<file path="config.mk">
export PLATFORM = sky130hd
export DESIGN_NAME = imem_boot_loader
export DESIGN_NICKNAME = d
export VERILOG_FILES = /design/src/rtl/imem_boot_pkg.sv /design/src/rtl/imem_boot_loader_word_assembler.sv /design/src/rtl/imem_boot_loader.sv
export SDC_FILE = /design/constraint.sdc
export NUM_CORES = 1
export LEC_CHECK = 0
export CORE_MARGIN = 1.5
export CORE_UTILIZATION = 53
export CTS_CLUSTER_DIAMETER = 100
export DETAILED_ROUTE_END_ITERATION = 10
export GPL_TIMING_DRIVEN = 1
export PLACE_DENSITY = 0.85
export SYNTH_ARGS = -nofsm -noshare
export SYNTH_HDL_FRONTEND = slang
export SYNTH_SLANG_ARGS = --single-unit
</file>
<file path="constraint.sdc">
create_clock -name clk -period 4.5 [get_ports clk]
set_input_delay 1.125 -clock clk [delete_from_list [all_inputs] [get_ports clk]]
set_output_delay 1.125 -clock clk [all_outputs]
set_load 0.02 [all_outputs]
</file>
<file path="src/rtl/imem_boot_pkg.sv">
// Shared types and constants for the instruction-memory boot loader.
package imem_boot_pkg;

    localparam int ADDR_W_DEFAULT = 10;
    localparam int XLEN_DEFAULT   = 32;

    localparam logic [1:0] LANE_B0 = 2'd0;
    localparam logic [1:0] LANE_B1 = 2'd1;
    localparam logic [1:0] LANE_B2 = 2'd2;
    localparam logic [1:0] LANE_B3 = 2'd3;

    typedef enum logic [2:0] {
        ST_IDLE  = 3'd0,
        ST_LEN0  = 3'd1,
        ST_LEN1  = 3'd2,
        ST_DATA  = 3'd3,
        ST_WRITE = 3'd4,
        ST_DONE  = 3'd5,
        ST_ERR   = 3'd6,
        ST_CHK   = 3'd7
    } boot_state_t;

endpackage

</file>
<file path="src/rtl/imem_boot_loader_word_assembler.sv">
// boot_word_assembler: packs a little-endian byte stream into 32-bit words.
// word presents the completed word combinationally on the strobe of the 4th byte.
module boot_word_assembler
    import imem_boot_pkg::*;
(
    input  logic        clk,
    input  logic        rst,
    input  logic        strobe,
    input  logic        clear,
    input  logic [7:0]  byte_in,
    output logic [31:0] word,
    output logic        last
);

    logic [1:0]  byte_idx;
    logic [23:0] lanes;

    always_ff @(posedge clk or posedge rst) begin
        if (rst) begin
            byte_idx <= LANE_B0;
            lanes    <= '0;
        end else if (clear) begin
            byte_idx <= LANE_B0;
        end else if (strobe) begin
            case (byte_idx)
                LANE_B0: lanes[7:0]   <= byte_in;
                LANE_B1: lanes[15:8]  <= byte_in;
                LANE_B2: lanes[23:16] <= byte_in;
                default: ;
            endcase
            byte_idx <= byte_idx + 2'd1;
        end
    end

    assign last = (byte_idx == LANE_B3);
    assign word = {byte_in, lanes};

endmodule

</file>
<file path="src/rtl/imem_boot_loader.sv">
// Boot loader: receives a length-prefixed byte image, writes it to instruction memory,
// then releases the core. Define IMEM_BOOT_CHECKSUM_EN to add a trailing XOR checksum byte.
//
// state | meaning
// IDLE  | waiting for start, core held in reset
// LEN0  | receiving length low byte
// LEN1  | receiving length high byte, range check
// DATA  | receiving instruction bytes
// WRITE | one-cycle write pulse to instruction memory
// DONE  | image loaded, core released
// ERR   | load aborted, core held in reset
// CHK   | receiving checksum byte (checksum build only)
module imem_boot_loader
    import imem_boot_pkg::*;
#(
    parameter int ADDR_W = ADDR_W_DEFAULT,
    parameter int XLEN   = XLEN_DEFAULT
) (
    input  logic              clk,
    input  logic              rst,
    input  logic              start,
    input  logic [7:0]        rx_data,
    input  logic              rx_valid,
    output logic              rx_ready,
    output logic              we,
    output logic [ADDR_W-1:0] waddr,
    output logic [XLEN-1:0]   wdata,
    output logic              core_run,
    output logic              busy,
    output logic              done,
    output logic              err,
    output logic [ADDR_W:0]   word_cnt
);

    localparam logic [16:0] LEN_CAP = 17'(1) << ADDR_W;

    boot_state_t       state_q, state_d;
    logic [15:0]       len_q;
    logic [ADDR_W:0]   word_cnt_q;
    logic [ADDR_W:0]   cnt_inc;
    logic [ADDR_W-1:0] waddr_q;
    logic [XLEN-1:0]   wdata_q;
    logic [15:0]       len_full;
    logic              hs;
    logic              start_ok;
    logic              last_word;
    logic              len_over;
    logic              asm_strobe;
    logic              asm_last;
    logic [31:0]       asm_word;
`ifdef IMEM_BOOT_CHECKSUM_EN
    logic [7:0]        xor_q;
`endif

    assign hs        = rx_valid & rx_ready;
    assign start_ok  = start & ((state_q == ST_IDLE) | (state_q == ST_DONE) | (state_q == ST_ERR));
    assign len_full  = {rx_data, len_q[7:0]};
    assign len_over  = {1'b0, len_full} > LEN_CAP;
    assign cnt_inc   = word_cnt_q + {{ADDR_W{1'b0}}, 1'b1};
    assign last_word = (17'(cnt_inc) == {1'b0, len_q});

    boot_word_assembler u_asm (
        .clk     (clk),
        .rst     (rst),
        .strobe  (asm_strobe),
        .clear   (start_ok),
        .byte_in (rx_data),
        .word    (asm_word),
        .last    (asm_last)
    );

    always_ff @(posedge clk or posedge rst) begin
        if (rst) begin
            state_q <= ST_IDLE;
        end else begin
            state_q <= state_d;
        end
    end

    always_comb begin
        state_d    = state_q;
        rx_ready   = 1'b0;
        we         = 1'b0;
        busy       = 1'b0;
        done       = 1'b0;
        err        = 1'b0;
        core_run   = 1'b0;
        asm_strobe = 1'b0;
        case (state_q)
            ST_IDLE: begin
                if (start) state_d = ST_LEN0;
            end
            ST_LEN0: begin
                rx_ready = 1'b1;
                busy     = 1'b1;
                if (hs) state_d = ST_LEN1;
            end
            ST_LEN1: begin
                rx_ready = 1'b1;
                busy     = 1'b1;
                if (hs) begin
                    if (len_full == 16'd0) begin
`ifdef IMEM_BOOT_CHECKSUM_EN
                        state_d = ST_CHK;
`else
                        state_d = ST_DONE;
`endif
                    end else if (len_over) begin
                        state_d = ST_ERR;
                    end else begin
                        state_d = ST_DATA;
                    end
                end
            end
            ST_DATA: begin
                rx_ready   = 1'b1;
                busy       = 1'b1;
                asm_strobe = hs;
                if (hs && asm_last) state_d = ST_WRITE;
            end
            ST_WRITE: begin
                we   = 1'b1;
                busy = 1'b1;
                if (last_word) begin
`ifdef IMEM_BOOT_CHECKSUM_EN
                    state_d = ST_CHK;
`else
                    state_d = ST_DONE;
`endif
                end else begin
                    state_d = ST_DATA;
                end
            end
            ST_DONE: begin
                done     = 1'b1;
                core_run = 1'b1;
                if (start) state_d = ST_LEN0;
            end
            ST_ERR: begin
                err = 1'b1;
                if (start) state_d = ST_LEN0;
            end
`ifdef IMEM_BOOT_CHECKSUM_EN
            ST_CHK: begin
                rx_ready = 1'b1;
                if (hs) state_d = (rx_data == xor_q) ? ST_DONE : ST_ERR;
            end
`endif
            default: state_d = ST_IDLE;
        endcase
    end

    // Address and data are captured with the 4th byte so they stay put outside WRITE.
    always_ff @(posedge clk or posedge rst) begin
        if (rst) begin
            len_q      <= '0;
            word_cnt_q <= '0;
            waddr_q    <= '0;
            wdata_q    <= '0;
        end else begin
            if (state_q == ST_LEN0 && hs) len_q[7:0]  <= rx_data;
            if (state_q == ST_LEN1 && hs) len_q[15:8] <= rx_data;
            if (start_ok) begin
                word_cnt_q <= '0;
            end else if (state_q == ST_WRITE) begin
                word_cnt_q <= cnt_inc;
            end
            if (asm_strobe && asm_last) begin
                waddr_q <= word_cnt_q[ADDR_W-1:0];
                wdata_q <= asm_word;
            end
        end
    end

`ifdef IMEM_BOOT_CHECKSUM_EN
    always_ff @(posedge clk or posedge rst) begin
        if (rst) begin
            xor_q <= '0;
        end else if (start_ok) begin
            xor_q <= '0;
        end else if (asm_strobe) begin
            xor_q <= xor_q ^ rx_data;
        end
    end
`endif

    assign waddr    = waddr_q;
    assign wdata    = wdata_q;
    assign word_cnt = word_cnt_q;

endmodule

</file>
=== Word level (Yosys, flattened, before mapping) ===
Cells that the tools add are included.
W data, S select, Z words.

* Magnitude comparators: 1
* Equal/unequal tests: 14
* Bitwise operators: 5
* Add/sub/neg operators: 2
* Reduce and logical (&&, ||, !) cells: 16
* Multiplexer cells: 18

{| class="wikitable"
|+ Operators with widths
! kind !! count
|-
| $mux W11 || 2
|-
| $mux W3 || 7
|-
| $eq A11 B16 Y1 || 1
|-
| $gt A16 B11 Y1 const B || 1
|-
| $logic_not A16 Y1 || 1
|-
| $pmux W3 S5 || 1
|-
| $add A11 B1 Y11 const B || 1
|-
| $eq A3 B3 Y1 const B || 3
|-
| $reduce_and A3 Y1 || 3
|-
| $eq A3 B2 Y1 const B || 2
|-
| $mux W1 || 6
|-
| $ne A2 B2 Y1 const B || 3
|-
| $reduce_or A3 Y1 || 2
|-
| $eq A2 B2 Y1 const B || 2
|-
| $logic_and A1 B1 Y1 || 4
|-
| $mux W2 || 2
|-
| $reduce_and A4 Y1 || 1
|-
| $reduce_bool A2 Y1 || 2
|-
| $reduce_or A4 Y1 || 1
|-
| $eq A3 B1 Y1 const B || 1
|-
| $logic_not A3 Y1 || 1
|-
| $add A2 B1 Y2 const B || 1
|-
| $and A1 B1 Y1 || 2
|-
| $eq A2 B1 Y1 const B || 1
|-
| other kinds (4) || 5
|}

* Input bits: 12
* Register bits after elaboration: 98
* Output and inout bits: 59
* Word-level logic and storage cells: 66

=== Depth between registers and ports, before layout ===
Gate-level depths: netlist of the first run.

* Depth after elaboration: 7
* Gate-level depth with buffers: 7
* Mapped depth without buffers: 7

=== Modules after synthesis ===
From an unflattened synthesis of the first run, not the netlist that was laid out.

* Cells, all modules: 351
* Area, all modules: 4490.6 um2

{| class="wikitable"
|+ Modules (own cells, without submodules)
! module !! sequential area each (um2) !! cells each !! area an instance (um2) !! times used
|-
| imem_boot_loader || 1801.7 || 278 || 3347.0 || 1
|-
| boot_word_assembler || 650.6 || 73 || 1143.6 || 1
|}

=== Worst setup path after synthesis of the first run ===
OpenSTA, ideal clock, no wires.

* Path kind: input to register
* Start: input rx_valid
* End: register waddr_q[9] (netlist: waddr[9])
* Setup slack: 1.920 ns
* Stages: 6
* Required time: 4.375 ns
* Data arrival time: 2.455 ns
* Cells stage by stage: nor2b_1 -> and3_1 -> clkbuf_1 -> nand2_1 -> clkbuf_1 -> mux2_2

* Longest elaborated chain between the ends: 3

{| class="wikitable"
|+ Ends and longest elaborated chain
! item !! RTL line !! source
|-
| start: declaration || imem_boot_loader.sv:23 || <nowiki>input logic rx_valid,</nowiki>
|-
| $and A1 B1 Y1 || imem_boot_loader.sv:55 || <nowiki>assign hs = rx_valid & rx_ready;</nowiki>
|-
| $mux W1 || imem_boot_loader.sv:89 || <nowiki>case (state_q)</nowiki>
|-
| $logic_and A1 B1 Y1 || imem_boot_loader.sv:168 || <nowiki>if (asm_strobe && asm_last) begin</nowiki>
|-
| end signal: assignment || imem_boot_loader.sv:169 || <nowiki>waddr_q <= word_cnt_q[ADDR_W-1:0];</nowiki>
|-
| end: declaration || imem_boot_loader.sv:41 || <nowiki>logic [ADDR_W-1:0] waddr_q;</nowiki>
|}

No other way between the ends.
A chain may end at the register's enable or synchronous reset.

=== Final worst setup path of the first run ===
* Start: register state_q[0]
* End: output we

* Longest elaborated chain between the ends: 2

{| class="wikitable"
|+ Ends and longest elaborated chain
! item !! RTL line !! source
|-
| start: declaration || imem_boot_loader.sv:37 || <nowiki>boot_state_t state_q, state_d;</nowiki>
|-
| start signal: assignment || imem_boot_loader.sv:76 || <nowiki>state_q <= state_d;</nowiki>
|-
| $eq A3 B3 Y1 || imem_boot_loader.sv:89 ||
|-
| $mux W1 || imem_boot_loader.sv:89 ||
|-
| end: declaration || imem_boot_loader.sv:25 || <nowiki>output logic we,</nowiki>
|}

No other way between the ends.

==> impl_metrics.tcl, run 1 <==
set metrics [dict create \
    netSwitchingFraction_pct 34.6 \
    synth-edff-count 0 \
    max_stage_delay_ns 0.64 \
    grt_pass1_vias 2963 \
    status "completed" \
    pwr_density_cell_nw_per_um2 596 \
    floorplan.die.width_um 94.4 \
    detailedPlacementHpwl_um 6360 \
    cell_by_cell_trace_of_the_critical_path "nor2_1 > nand2_1 > clkinv_1 > clkdlybuf4s50_1" \
    hold_violations 0 \
    finalWeightedCongestion 0.853 \
    critPathCaptureType "output port" \
    drv.max_cap_violation_count 0 \
    worstHoldPathType "reg2reg" \
    globalRouteTotalUtil_pct 22.1 \
    worst_case_hold_path_end_point "waddr[8]" \
    crit_arrival_ns 2.56 \
    power_frac_seq_pct 45.6 \
    finalClockSkew_ns 0.0178 \
    routed_wire_length_um 9300 \
    synth_area_leader_cell "sky130_fd_sc_hd__dfrtp_1" \
    rsz0062_at_grt "false" \
    synth-seq-cells 98 \
    crit_path_max_fanout 17 \
    initial_core_util_pct 54.2 \
    slew_headroom_pct 31.6 \
    power.share.combinational_pct 37.6 \
    syn2layout_area_growth_pct 21.1 \
    floorplan.die.height_um 94.4 \
    tightestPinTransition_ns 1.02 \
    hold_depth 2 \
    tritoncts "yes" \
    dp_worst_setup_slack_ns 0.944 \
    post_dp_cell_area_um2 5180 \
    cts_sinks 98 \
    grt_residual_overflow 0 \
    routed-via-count 2976 \
    power_report.internal_total_mw 2.09 \
    syn_area_um2 4430 \
    clock_tree.htree_level_count 3 \
    synth.lib_cells_used.distinct 44 \
    core_region_area_um2 8180 \
    timing.final.max_slew_violations 0 \
    finish.instance_area_um2 5370 \
    post_route_worst_setup_slack_ns 0.817 \
    worstReg2RegStart "word_cnt[0]" \
    clock_network_fraction_of_total_power_pct 16.8 \
    layout.filler_cells 600 \
    worstSetupStartpointType "flip-flop" \
    fin_crit_sh_pct 81.8 \
    synth_nets 369 \
    fp-row-count 33 \
    drive_above_1_share_pct 25.7 \
    ys_top_cells_by_area "sky130_fd_sc_hd__dfrtp_1, sky130_fd_sc_hd__mux2_2, sky130_fd_sc_hd__nand2_1" \
    yosys_warnings 0 \
    dieArea_um2 8920 \
    setup_viol_count_final 0 \
    synth_cells 352 \
    synthArstFlopShare_pct 100 \
    synth_top_cell_area_share_pct 55.3 \
    max-clock-path-buffers 2 \
    cts_root_buffer "sky130_fd_sc_hd__clkbuf_8" \
    postCtsResizedCells 0 \
    total_leakage_power_nw 2.37 \
    critPathKind "reg2out" \
    post_layout_power_mw 3.20 \
    diodes 0 \
    io-pin-count 71 \
    clkTransAtPathRegs_ns 0.08 \
    timing.critical_path.slowest_stage_cell "sky130_fd_sc_hd__clkdlybuf4s50_1" \
    drtAntennaViolNets 0 \
    fin_nets 434 \
    critical_path_required_ns 3.38 \
    grt_antenna_before_repair 0 \
    post_cts_buffers 0 \
    max-vdd-ir-drop_v 0.000399 \
    synth.yosys.seq_area_share_pct 55.3 \
    dr.first_iter.drc_count 263 \
    postSynthAreaPerCell_um2 12.6 \
    worst_reg2reg_path_endpoint "state_q[1]" \
    period_minus_slack_ns 3.68 \
    maximum_number_of_pins_on_one_net_before_global_route_repair 44 \
    hold_path.startpoint "waddr[8]" \
    grt_first_pass_wirelength_um 14900 \
    final_setup_tns_ns 0 \
    cts_buffer_count 9 \
    timing.reg2reg.worst_path_depth 7 \
    avgRoutedWirePerCell_um 17.7 \
    reg2reg_setup_slack_ns 1.89 \
    max_freq_ghz 0.272 \
    drcViolationCount 0 \
    postSynth.topFlopCell "sky130_fd_sc_hd__dfrtp_1" \
    p_switching_mw 1.11 \
    routed_via_density 5.66 \
    cts_hold_buffers 0 \
    later_pin_clock_latency_in_the_skew_report_ns 0.36 \
    firstDrtPassIters 4 \
    portBuffers 70 \
]
## Yosys cell counts, drive strengths merged, types with 4 or more instances
cell type / count
a211oi: 4
a21oi: 10
buf: 10
clkbuf: 9
dfrtp: 98
ha: 5
inv: 6
mux2: 81
nand2: 20
nand3: 8
nand4: 5
nor2: 16
nor3: 6
nor4: 4
o21ai: 15
or3: 6
xnor2: 8
xor2: 8
## placed cells by master (no fill, tap or decap), types with 3 or more instances in the layout
| cell type | n |
|---|---|
| sky130_fd_sc_hd__a211oi_1 | 4 |
| sky130_fd_sc_hd__a21oi_1 | 10 |
| sky130_fd_sc_hd__and3_1 | 3 |
| sky130_fd_sc_hd__buf_4 | 3 |
| sky130_fd_sc_hd__clkbuf_8 | 11 |
| sky130_fd_sc_hd__clkdlybuf4s50_1 | 70 |
| sky130_fd_sc_hd__dfrtp_1 | 98 |
| sky130_fd_sc_hd__ha_1 | 5 |
| sky130_fd_sc_hd__inv_1 | 5 |
| sky130_fd_sc_hd__mux2_2 | 81 |
| sky130_fd_sc_hd__nand2_1 | 19 |
| sky130_fd_sc_hd__nand2b_1 | 3 |
| sky130_fd_sc_hd__nand3_1 | 7 |
| sky130_fd_sc_hd__nand4_1 | 4 |
| sky130_fd_sc_hd__nor2_1 | 16 |
| sky130_fd_sc_hd__nor3_1 | 6 |
| sky130_fd_sc_hd__nor4_1 | 4 |
| sky130_fd_sc_hd__o21ai_0 | 15 |
| sky130_fd_sc_hd__o31ai_1 | 3 |
| sky130_fd_sc_hd__or3_1 | 4 |
| sky130_fd_sc_hd__xnor2_1 | 8 |
| sky130_fd_sc_hd__xor2_1 | 8 |
## area by class of cell
type	count	area (um^2)	area share [%]
clock buffer	11	151	2.82
timing repair buffer	73	723	13.5
multi-input combinational	228	1850	34.4
clock inverter	4	35.0	0.653
tap	105	131	2.45
sequential	98	2450	45.7
inverter	7	28.8	0.536
## per-layer routing
layer / vias up / track usage, % / share of wire, %
li1: 1377 / - / -
met1: 1511 / 28.7 / 45
met2: 74 / 37.2 / 50
met3: 14 / 3.70 / 3.4
met4: 0 / 8.21 / 1.3
met5: - / 0 / 0
## cell families (layout without fill, tap and decap cells)
family | Yosys count | count (layout) | share of synthesized area, %
buf+inv | 26 | 95 | 3.05
xor+xnor | 16 | 16 | 3.16
simple gates | 82 | 82 | 10.2
fa+ha+maj | 5 | 5 | 1.41
mux | 81 | 81 | 20.6
compound gates | 44 | 44 | 6.24
flops | 98 | 98 | 55.3
## worst max path at each step
stage | startpoint | endpoint | slack [ns] | depth (start not counted)
after floorplan | rst | len_q[0] | 0.81 | 1
after global placement | rx_valid | waddr[9] | 1.03 | 5
after detailed placement | rx_valid | wdata[23] | 0.94 | 5
after CTS | state_q[0] | we | 0.86 | 4
after global routing | state_q[1] | we | 0.67 | 4
final | state_q[0] | we | 0.82 | 4
## per-stage QoR
step,hold WS (ns),util (%),std cells
final,0.502,65.7,526
after global routing,0.522,65.7,526
after CTS,0.512,65.7,526
after detailed placement,0.491,63.4,511
after global placement,0.481,63.4,511
after floorplan,0.475,-,352
## state kept, by name (all words and copies together) (netlist names)
register	count
wdata	32
u_asm.lanes	24
len_q	16
word_cnt	11
waddr	10
state_q	3
u_asm.byte_idx	2
## power groups by stage
stage          logic (mW)  registers, mW  clock network, mW
6_report             1.20           1.46              0.539
5_1_grt              1.29           1.50              0.583
4_1_cts              1.21           1.46              0.547
3_5_place_dp         1.21           1.47                  0
3_3_place_gp         1.16           1.45                  0
2_1_floorplan       0.630           1.55                  0
## critical path, delay by kind of cell, from the launching register on
kind | cells | cell delay (ns)
AND/OR/NAND/NOR | 2 | 0.59
flip-flops | 1 | 0.54
buffers and inverters | 2 | 1.06
(Power assumes the default switching activity.)
==> inputs of run 2 (changes only) <==
Settings changed: CORE_UTILIZATION 53 to 48, PLACE_DENSITY 0.85 to 0.82.
Clock period 4.5 ns to 3.35 ns, I/O delays scaled along.
==> impl_metrics.tcl, run 2 (synthesized netlist as in run 1, its figures left out) <==
set metrics [dict create \
    status "completed" \
    floorplan.die.width_um 99.1 \
    grt_antenna_before_repair 0 \
    worstSetupStartpointType "flip-flop" \
    cts_sinks 98 \
    later_pin_clock_latency_in_the_skew_report_ns 0.36 \
    avgRoutedWirePerCell_um 17.3 \
    p_switching_mw 1.51 \
    post_layout_power_mw 4.33 \
    grt_residual_overflow 0 \
    critical_path_required_ns 2.51 \
    critPathCaptureType "output port" \
    setup_viol_count_final 0 \
    drcViolationCount 0 \
    cts_root_buffer "sky130_fd_sc_hd__clkbuf_8" \
    worstReg2RegStart "word_cnt[0]" \
    initial_core_util_pct 50.1 \
    post_dp_cell_area_um2 5250 \
    globalRouteTotalUtil_pct 20.3 \
    worstHoldPathType "reg2reg" \
    firstDrtPassIters 4 \
    diodes 0 \
    dr.first_iter.drc_count 135 \
    netSwitchingFraction_pct 35.0 \
    critPathKind "reg2out" \
    crit_path_max_fanout 11 \
    drv.max_cap_violation_count 0 \
    dieArea_um2 9820 \
    hold_path.startpoint "waddr[8]" \
    detailedPlacementHpwl_um 6320 \
    post_cts_buffers 0 \
    rsz0062_at_grt "false" \
    routed_wire_length_um 9260 \
    maximum_number_of_pins_on_one_net_before_global_route_repair 99 \
    power_frac_seq_pct 45.1 \
    clkTransAtPathRegs_ns 0.11 \
    timing.final.max_slew_violations 0 \
    final_setup_tns_ns 0 \
    max-clock-path-buffers 2 \
    flip_flop_count_of_the_largest_register_all_copies_and_words_added 32 \
    max-vdd-ir-drop_v 0.000522 \
    clock_network_fraction_of_total_power_pct 17.3 \
    placed_cells 519 \
    cts_buffer_count 9 \
    fin_nets 439 \
    fin_crit_sh_pct 88.2 \
    max_freq_ghz 0.338 \
    final_cell_count_no_fill 535 \
    syn2layout_area_growth_pct 22.8 \
    grt_first_pass_wirelength_um 15600 \
    finalWeightedCongestion 0.826 \
    finish.instance_area_um2 5440 \
    portBuffers 70 \
    power_report.internal_total_mw 2.82 \
    io-pin-count 71 \
    period_minus_slack_ns 2.96 \
    drtAntennaViolNets 0 \
    drive_above_1_share_pct 26.7 \
    finalClockSkew_ns 0.0144 \
    crit_arrival_ns 2.12 \
    tightestPinTransition_ns 0.506 \
    routed_via_density 5.50 \
    mostFrequentLayoutCells "sky130_fd_sc_hd__dfrtp_1, sky130_fd_sc_hd__mux2_2, sky130_fd_sc_hd__clkdlybuf4s50_1, sky130_fd_sc_hd__nand2_1, sky130_fd_sc_hd__nor2_1" \
    layout.filler_cells 691 \
    fp-row-count 34 \
    core_region_area_um2 8850 \
    total_leakage_power_nw 2.40 \
    crit_start "state_q[0]" \
    cts_hold_buffers 0 \
    slew_headroom_pct 66.3 \
    grt_pass1_vias 3015 \
    floorplan.die.height_um 99.1 \
    hold_violations 0 \
    clock_tree.htree_level_count 3 \
    pwr_density_cell_nw_per_um2 795 \
    postCtsResizedCells 0 \
    layout.cells.most_common "sky130_fd_sc_hd__dfrtp_1" \
    routed-via-count 2940 \
    power.share.combinational_pct 37.6 \
    tritoncts "yes" \
]
-- run 2: worst max-delay path: stages (launching register included) --
cell and delay, ns:
sky130_fd_sc_hd__dfrtp_1 0.51, sky130_fd_sc_hd__nor2_1 0.30, sky130_fd_sc_hd__nand2_1 0.12, sky130_fd_sc_hd__clkinv_1 0.20
sky130_fd_sc_hd__clkdlybuf4s50_1 0.64
-- run 2: through the flow --
stage	hold slack (ns)	setup slack, ns	util [%]
4_1_cts	0.511	0.375	61.5
6_report	0.509	0.394	61.5
5_1_grt	0.532	0.261	61.5
3_3_place_gp	0.480	0.513	59.3
3_5_place_dp	0.490	0.414	59.3
2_1_floorplan	0.475	0.971	-
-- run 2: cell type report --
cell class / count / area, um^2 / area share, %
timing repair buffer: 78 / 786 / 14.4
sequential: 98 / 2450 / 45.0
inverter: 7 / 30.0 / 0.552
multi-input combinational: 228 / 1850 / 33.9
clock buffer: 10 / 138 / 2.53
tap: 108 / 135 / 2.48
clock inverter: 6 / 56.3 / 1.03
-- run 2: power by group through the flow --
stage / registers, mW / logic (mW) / clock network (mW)
2_1_floorplan: 2.08 / 0.847 / 0
4_1_cts: 1.96 / 1.64 / 0.760
6_report: 1.95 / 1.63 / 0.748
3_3_place_gp: 1.95 / 1.58 / 0
5_1_grt: 2.02 / 1.75 / 0.808
3_5_place_dp: 1.98 / 1.63 / 0
-- run 2: path summary, 6_finish.rpt --
check / end / slack [ns] / depth (start not counted)
max reg2reg: state_q[1] / 0.77 / 7
min in group asynchronous: u_asm.lanes[2] / 0.96 / 3
min reg2reg: waddr[8] / 0.51 / 2
max: we / 0.39 / 4
max in group asynchronous: waddr[8] / 2.00 / 3
min: waddr[8] / 0.51 / 2
-- run 2: layer usage --
metal / share of wire [%] / global-route usage, %
met1: 47 / 29.3
met2: 48 / 32.0
met3: 3.6 / 2.98
met4: 1.3 / 6.28
met5: 0 / 0
==> inputs of run 3 (changes only) <==
Settings changed: CORE_UTILIZATION 48 to 46, PLACE_DENSITY 0.82 to 0.79.
==> impl_metrics.tcl, run 3 (synthesized netlist as in run 1, its figures left out) <==
set metrics [dict create \
    status "completed" \
    setup_viol_count_final 0 \
    detailedPlacementHpwl_um 6710 \
    later_pin_clock_latency_in_the_skew_report_ns 0.36 \
    globalRouteTotalUtil_pct 19.8 \
    period_minus_slack_ns 2.95 \
    syn2layout_area_growth_pct 23.5 \
    final_setup_tns_ns 0 \
    worstHoldPathType "reg2reg" \
    max-vdd-ir-drop_v 0.000456 \
    placed_cells 541 \
    critical_path_required_ns 2.51 \
    hold_violations 0 \
    dieArea_um2 10200 \
    cts_hold_buffers 0 \
    max_stage_delay_ns 0.64 \
    final_cell_count_no_fill 557 \
    met1_length_um 4370 \
    drive_above_1_share_pct 26.9 \
    met2WireLength_um 4730 \
    post_dp_cell_area_um2 5270 \
    routed-via-count 3003 \
    worstSetupStartpointType "flip-flop" \
    timing.final.max_slew_violations 0 \
    io-pin-count 71 \
    reg2reg_setup_slack_ns 0.71 \
    floorplan.die.height_um 101 \
    crit_arrival_ns 2.11 \
    grt_residual_overflow 0 \
    clkTransAtPathRegs_ns 0.12 \
    timing.critical_path.slowest_stage_cell "sky130_fd_sc_hd__clkdlybuf4s50_1" \
    initial_core_util_pct 47.7 \
    drtAntennaViolNets 0 \
    cts_root_buffer "sky130_fd_sc_hd__clkbuf_8" \
    postCtsResizedCells 0 \
    post_cts_buffers 0 \
    pwr_density_cell_nw_per_um2 794 \
    floorplan.die.width_um 101 \
    routed_via_density 5.39 \
    max-clock-path-buffers 2 \
    maximum_number_of_pins_on_one_net_before_global_route_repair 47 \
    fin_crit_sh_pct 88.1 \
    portBuffers 70 \
    clock_tree.htree_level_count 3 \
    drcViolationCount 0 \
    critPathKind "reg2out" \
    critical_path.n_buffers_inverters 2 \
    wl_met3_um 280 \
    max_freq_ghz 0.339 \
    route.top_layer_used "met4" \
    flip_flop_count_of_the_largest_register_all_copies_and_words_added 32 \
    finalWeightedCongestion 0.820 \
    worst_case_hold_path_end_point "wdata[6]" \
    rsz0062_at_grt "false" \
    cts_buffer_count 9 \
    critical-path-top-delay-family "buffers and inverters" \
    fp-row-count 35 \
    cell_by_cell_trace_of_the_critical_path "nor2_1 > nand2_1 > clkinv_1 > clkdlybuf4s50_1" \
    mostFrequentLayoutCells "sky130_fd_sc_hd__dfrtp_1, sky130_fd_sc_hd__mux2_2, sky130_fd_sc_hd__clkdlybuf4s50_1, sky130_fd_sc_hd__nand2_1, sky130_fd_sc_hd__nor2_1" \
    grt_antenna_before_repair 0 \
    worst_reg2reg_path_endpoint "state_q[1]" \
    tritoncts "yes" \
    tightestPinTransition_ns 0.670 \
    cts_sinks 98 \
    layout.cells.most_common "sky130_fd_sc_hd__dfrtp_1" \
    crit_path_max_fanout 12 \
    hold_ws_ns 0.505 \
    hold_depth 1 \
    hold_path.startpoint "u_asm.lanes[6]" \
    firstDrtPassIters 4 \
    total_leakage_power_nw 2.40 \
    finalClockSkew_ns 0.0167 \
    core_region_area_um2 9280 \
    dr.first_iter.drc_count 116 \
    grt_first_pass_wirelength_um 15600 \
    finish.instance_area_um2 5470 \
    drv.max_cap_violation_count 0 \
    critPathCaptureType "output port" \
    timing.reg2reg.worst_path_depth 7 \
    worstReg2RegStart "word_cnt[0]" \
    grt_pass1_vias 3078 \
    diodes 0 \
    avgRoutedWirePerCell_um 16.9 \
    fin_nets 440 \
    routed_wire_length_um 9430 \
    slew_headroom_pct 55.2 \
]
==> run 3: cell types whose count changed in the layout (fill, tap and decap cells not counted), sizes merged <==
cell    before  now
clkbuf      10    9
buf          8    9
clkinv       3    4
==> run 3: stage by stage <==
step,utilization [%],setup WS (ns),power [mW]
2_1_floorplan,-,0.971,2.93
6_report,59.0,0.398,4.35
4_1_cts,59.0,0.379,4.38
3_3_place_gp,56.8,0.640,3.54
5_1_grt,59.0,0.265,4.60
3_5_place_dp,56.8,0.531,3.61
==> run 3: metal layers <==
metal  vias to the layer above  global-route usage [%]
met5                         -                       0
met4                         0                    7.37
met3                         4                    2.90
met2                        55                    32.2
met1                      1544                    27.0
li1                       1400                       -
==> run 3: how the worst max path moves through the flow <==
stage | from | end | slack (ns) | cells past startpoint
floorplan | word_cnt[0] | state_q[1] | 0.97 | 7
global placement | rx_valid | u_asm.lanes[13] | 0.64 | 5
detailed placement | rx_valid | u_asm.lanes[20] | 0.53 | 5
CTS | state_q[0] | we | 0.38 | 4
global route | state_q[1] | we | 0.27 | 4
finish | state_q[1] | we | 0.40 | 4
==> run 3: cell type report <==
cell class / count / area (um^2)
Clock buffer: 9 / 124
Clock inverter: 7 / 78.8
Inverter: 7 / 30.0
Multi-Input combinational cell: 228 / 1850
Sequential cell: 98 / 2450
Timing Repair Buffer: 79 / 781
Tap cell: 129 / 161
Fill cell: 756 / 3810
==> run 3: report_power, final <==
group,internal [mW],switching [mW]
sequential,1.62,0.340
combinational,0.882,0.745
clock,0.298,0.460
==> edit (flow settings as in run 3) <==
The option `IMEM_BOOT_CHECKSUM_EN` is turned on by a define.
--- a/src/rtl/imem_boot_loader.sv
+++ b/src/rtl/imem_boot_loader.sv
@@ -12,2 +12,4 @@
 // CHK   | receiving checksum byte (checksum build only)
+`define IMEM_BOOT_CHECKSUM_EN
+
 module imem_boot_loader
Behaviour: not the same (a bounded check fails within 4 cycles, from zero or initial values and one cycle with rst high).
==> edit against run 3 <==
  * Worst setup slack worse by 0.24 ns
  * Largest power group unchanged
  * Cell area up 8.2%
  * First-iteration DRC count up 62%
  * Cell count up 12%
  * Wire length up 15%
  * Synthesized area up 9.8%
  * Sequential cell count up 8
  * Total power down 2.5%
  * Fmax down 7.7%
==> edit: results (changes against run 3) <==
[run_status]
status = finished clean

[cells_and_area]
largest_register_ff_count = 32  ; unchanged
num_antenna_cells = 0  ; unchanged
nets = 501  ; +14%
final_cell_count_no_fill = 625  ; +12%

[place]
place_congestion = 0.832  ; +1.4%
pre_cts_slack_ns = 0.536  ; +0.00522 ns
hpwl_um = 7450  ; +11%
place_area_sq_um = 5740  ; +8.8%

[power]
power_leakage_nw = 2.65  ; +10%
power_density_nw_per_um2 = 716  ; -9.9%
pwr-share-seq = 0.469  ; +0.018
max-vdd-ir-drop_uv = 306  ; -33%
p_int_w = 0.00273  ; -2.5%

[yosys]
synth_commonest_cells = dfrtp_1, mux2_2, o21ai_0
synth_fp_nets = 434  ; +18%
yosys-top-cells-area = dfrtp_1, mux2_2, o21ai_0
avgSynthCellArea_sq_um = 11.7  ; -7.3%
yosys.cell_types.count = 45  ; +2.3%
yosysSeqAreaShare = 0.545  ; -0.00837
yosysWarnings = 0  ; unchanged

[clock_network]
clk_latency_ns = 0.38  ; +0.02 ns
post_cts_resize_count = 0  ; unchanged
cts.clk_slew.worst_paths_ns = 0.11

[worst_hold_path]
hold_class = reg2reg

[routing]
post_drt_wl_per_cell_um = 17.3  ; +2.2%
viasPerCell = 5.49  ; +1.8%
drt_iter0_markers = 188  ; +62%

[sta]
maxSlewHeadroom = 0.637  ; +0.0845
setup_ws_ns = 0.153  ; -0.245 ns
holdWs_ns = 0.491  ; -0.0141 ns
fin_skew_ns = 0.0136  ; -0.00310 ns

[worst_setup_path]
worstReg2RegEnd = state_q[2]$_DFFE_PP0P_
cp_slowest_cell = clkdlybuf4s50_1
arrival_ns = 2.36  ; +0.25 ns
r2r_start = word_cnt[0]$_DFFE_PP0P_
crit_path_start = state_q[0]$_DFFE_PP0P_
ff2ff_setup_slack_ns = 1.00  ; +0.29 ns

[global_routing]
grtUsageTotal = 0.208  ; +0.0108
grt_pass1_wl_um = 18300  ; +17%
grt_max_degree = 107  ; +130%
grt_pass1_vias = 3601  ; +17%

[die]
core_sq_um = 10300  ; +11%

## edit: changes by cell type after synthesis, moves of 7 or more
cell            run 3  this run
dfrtp_1            98       106
o21ai_0            15        35
buf_2               3        10
nand2_1            20        27
xor2_1              8        17
nor2_1             16        30
## edit: layout make-up
cell class                 instances  area [sq um]
tap                              136           170
inverter                          10          41.3
fill                             875          4350
clock buffer                      11           141
multi-input combinational        276          2060
timing repair buffer              81           808
clock inverter                     5          46.3
sequential                       106          2650
## edit: layer usage
| metal | vias to the layer above | part of all wire | global-route usage | wire length, um |
|---|---|---|---|---|
| li1 | 1591 | - | - | - |
| met1 | 1726 | 0.47 | 0.295 | 5080 |
| met2 | 96 | 0.46 | 0.316 | 5030 |
| met3 | 17 | 0.049 | 0.0519 | 528 |
| met4 | 0 | 0.017 | 0.0656 | 187 |
| met5 | - | 0 | 0 | 0 |
## edit: worst min path at each step
stage / cells past startpoint / from / endpoint
floorplan: 1 / xor_q[2]$_DFFE_PP0P_ / xor_q[2]$_DFFE_PP0P_
global placement: 2 / waddr[3]$_DFFE_PP0P_ / waddr[3]$_DFFE_PP0P_
detailed placement: 2 / waddr[8]$_DFFE_PP0P_ / waddr[8]$_DFFE_PP0P_
CTS: 2 / waddr[8]$_DFFE_PP0P_ / waddr[8]$_DFFE_PP0P_
global route: 1 / u_asm.lanes[22]$_DFFE_PP0P_ / wdata[22]$_DFFE_PP0P_
finish: 2 / waddr[8]$_DFFE_PP0P_ / waddr[8]$_DFFE_PP0P_
## edit: cells by family (layout without fill, tap and decap cells)
kind of cell	count (synthesis)	in the layout	share of synthesized area
mux	81	81	0.187
compound gates	63	63	0.0743
fa+ha+maj	6	6	0.0149
simple gates	100	100	0.101
flops	106	106	0.545
xor+xnor	26	26	0.0468
buf+inv	35	107	0.0311
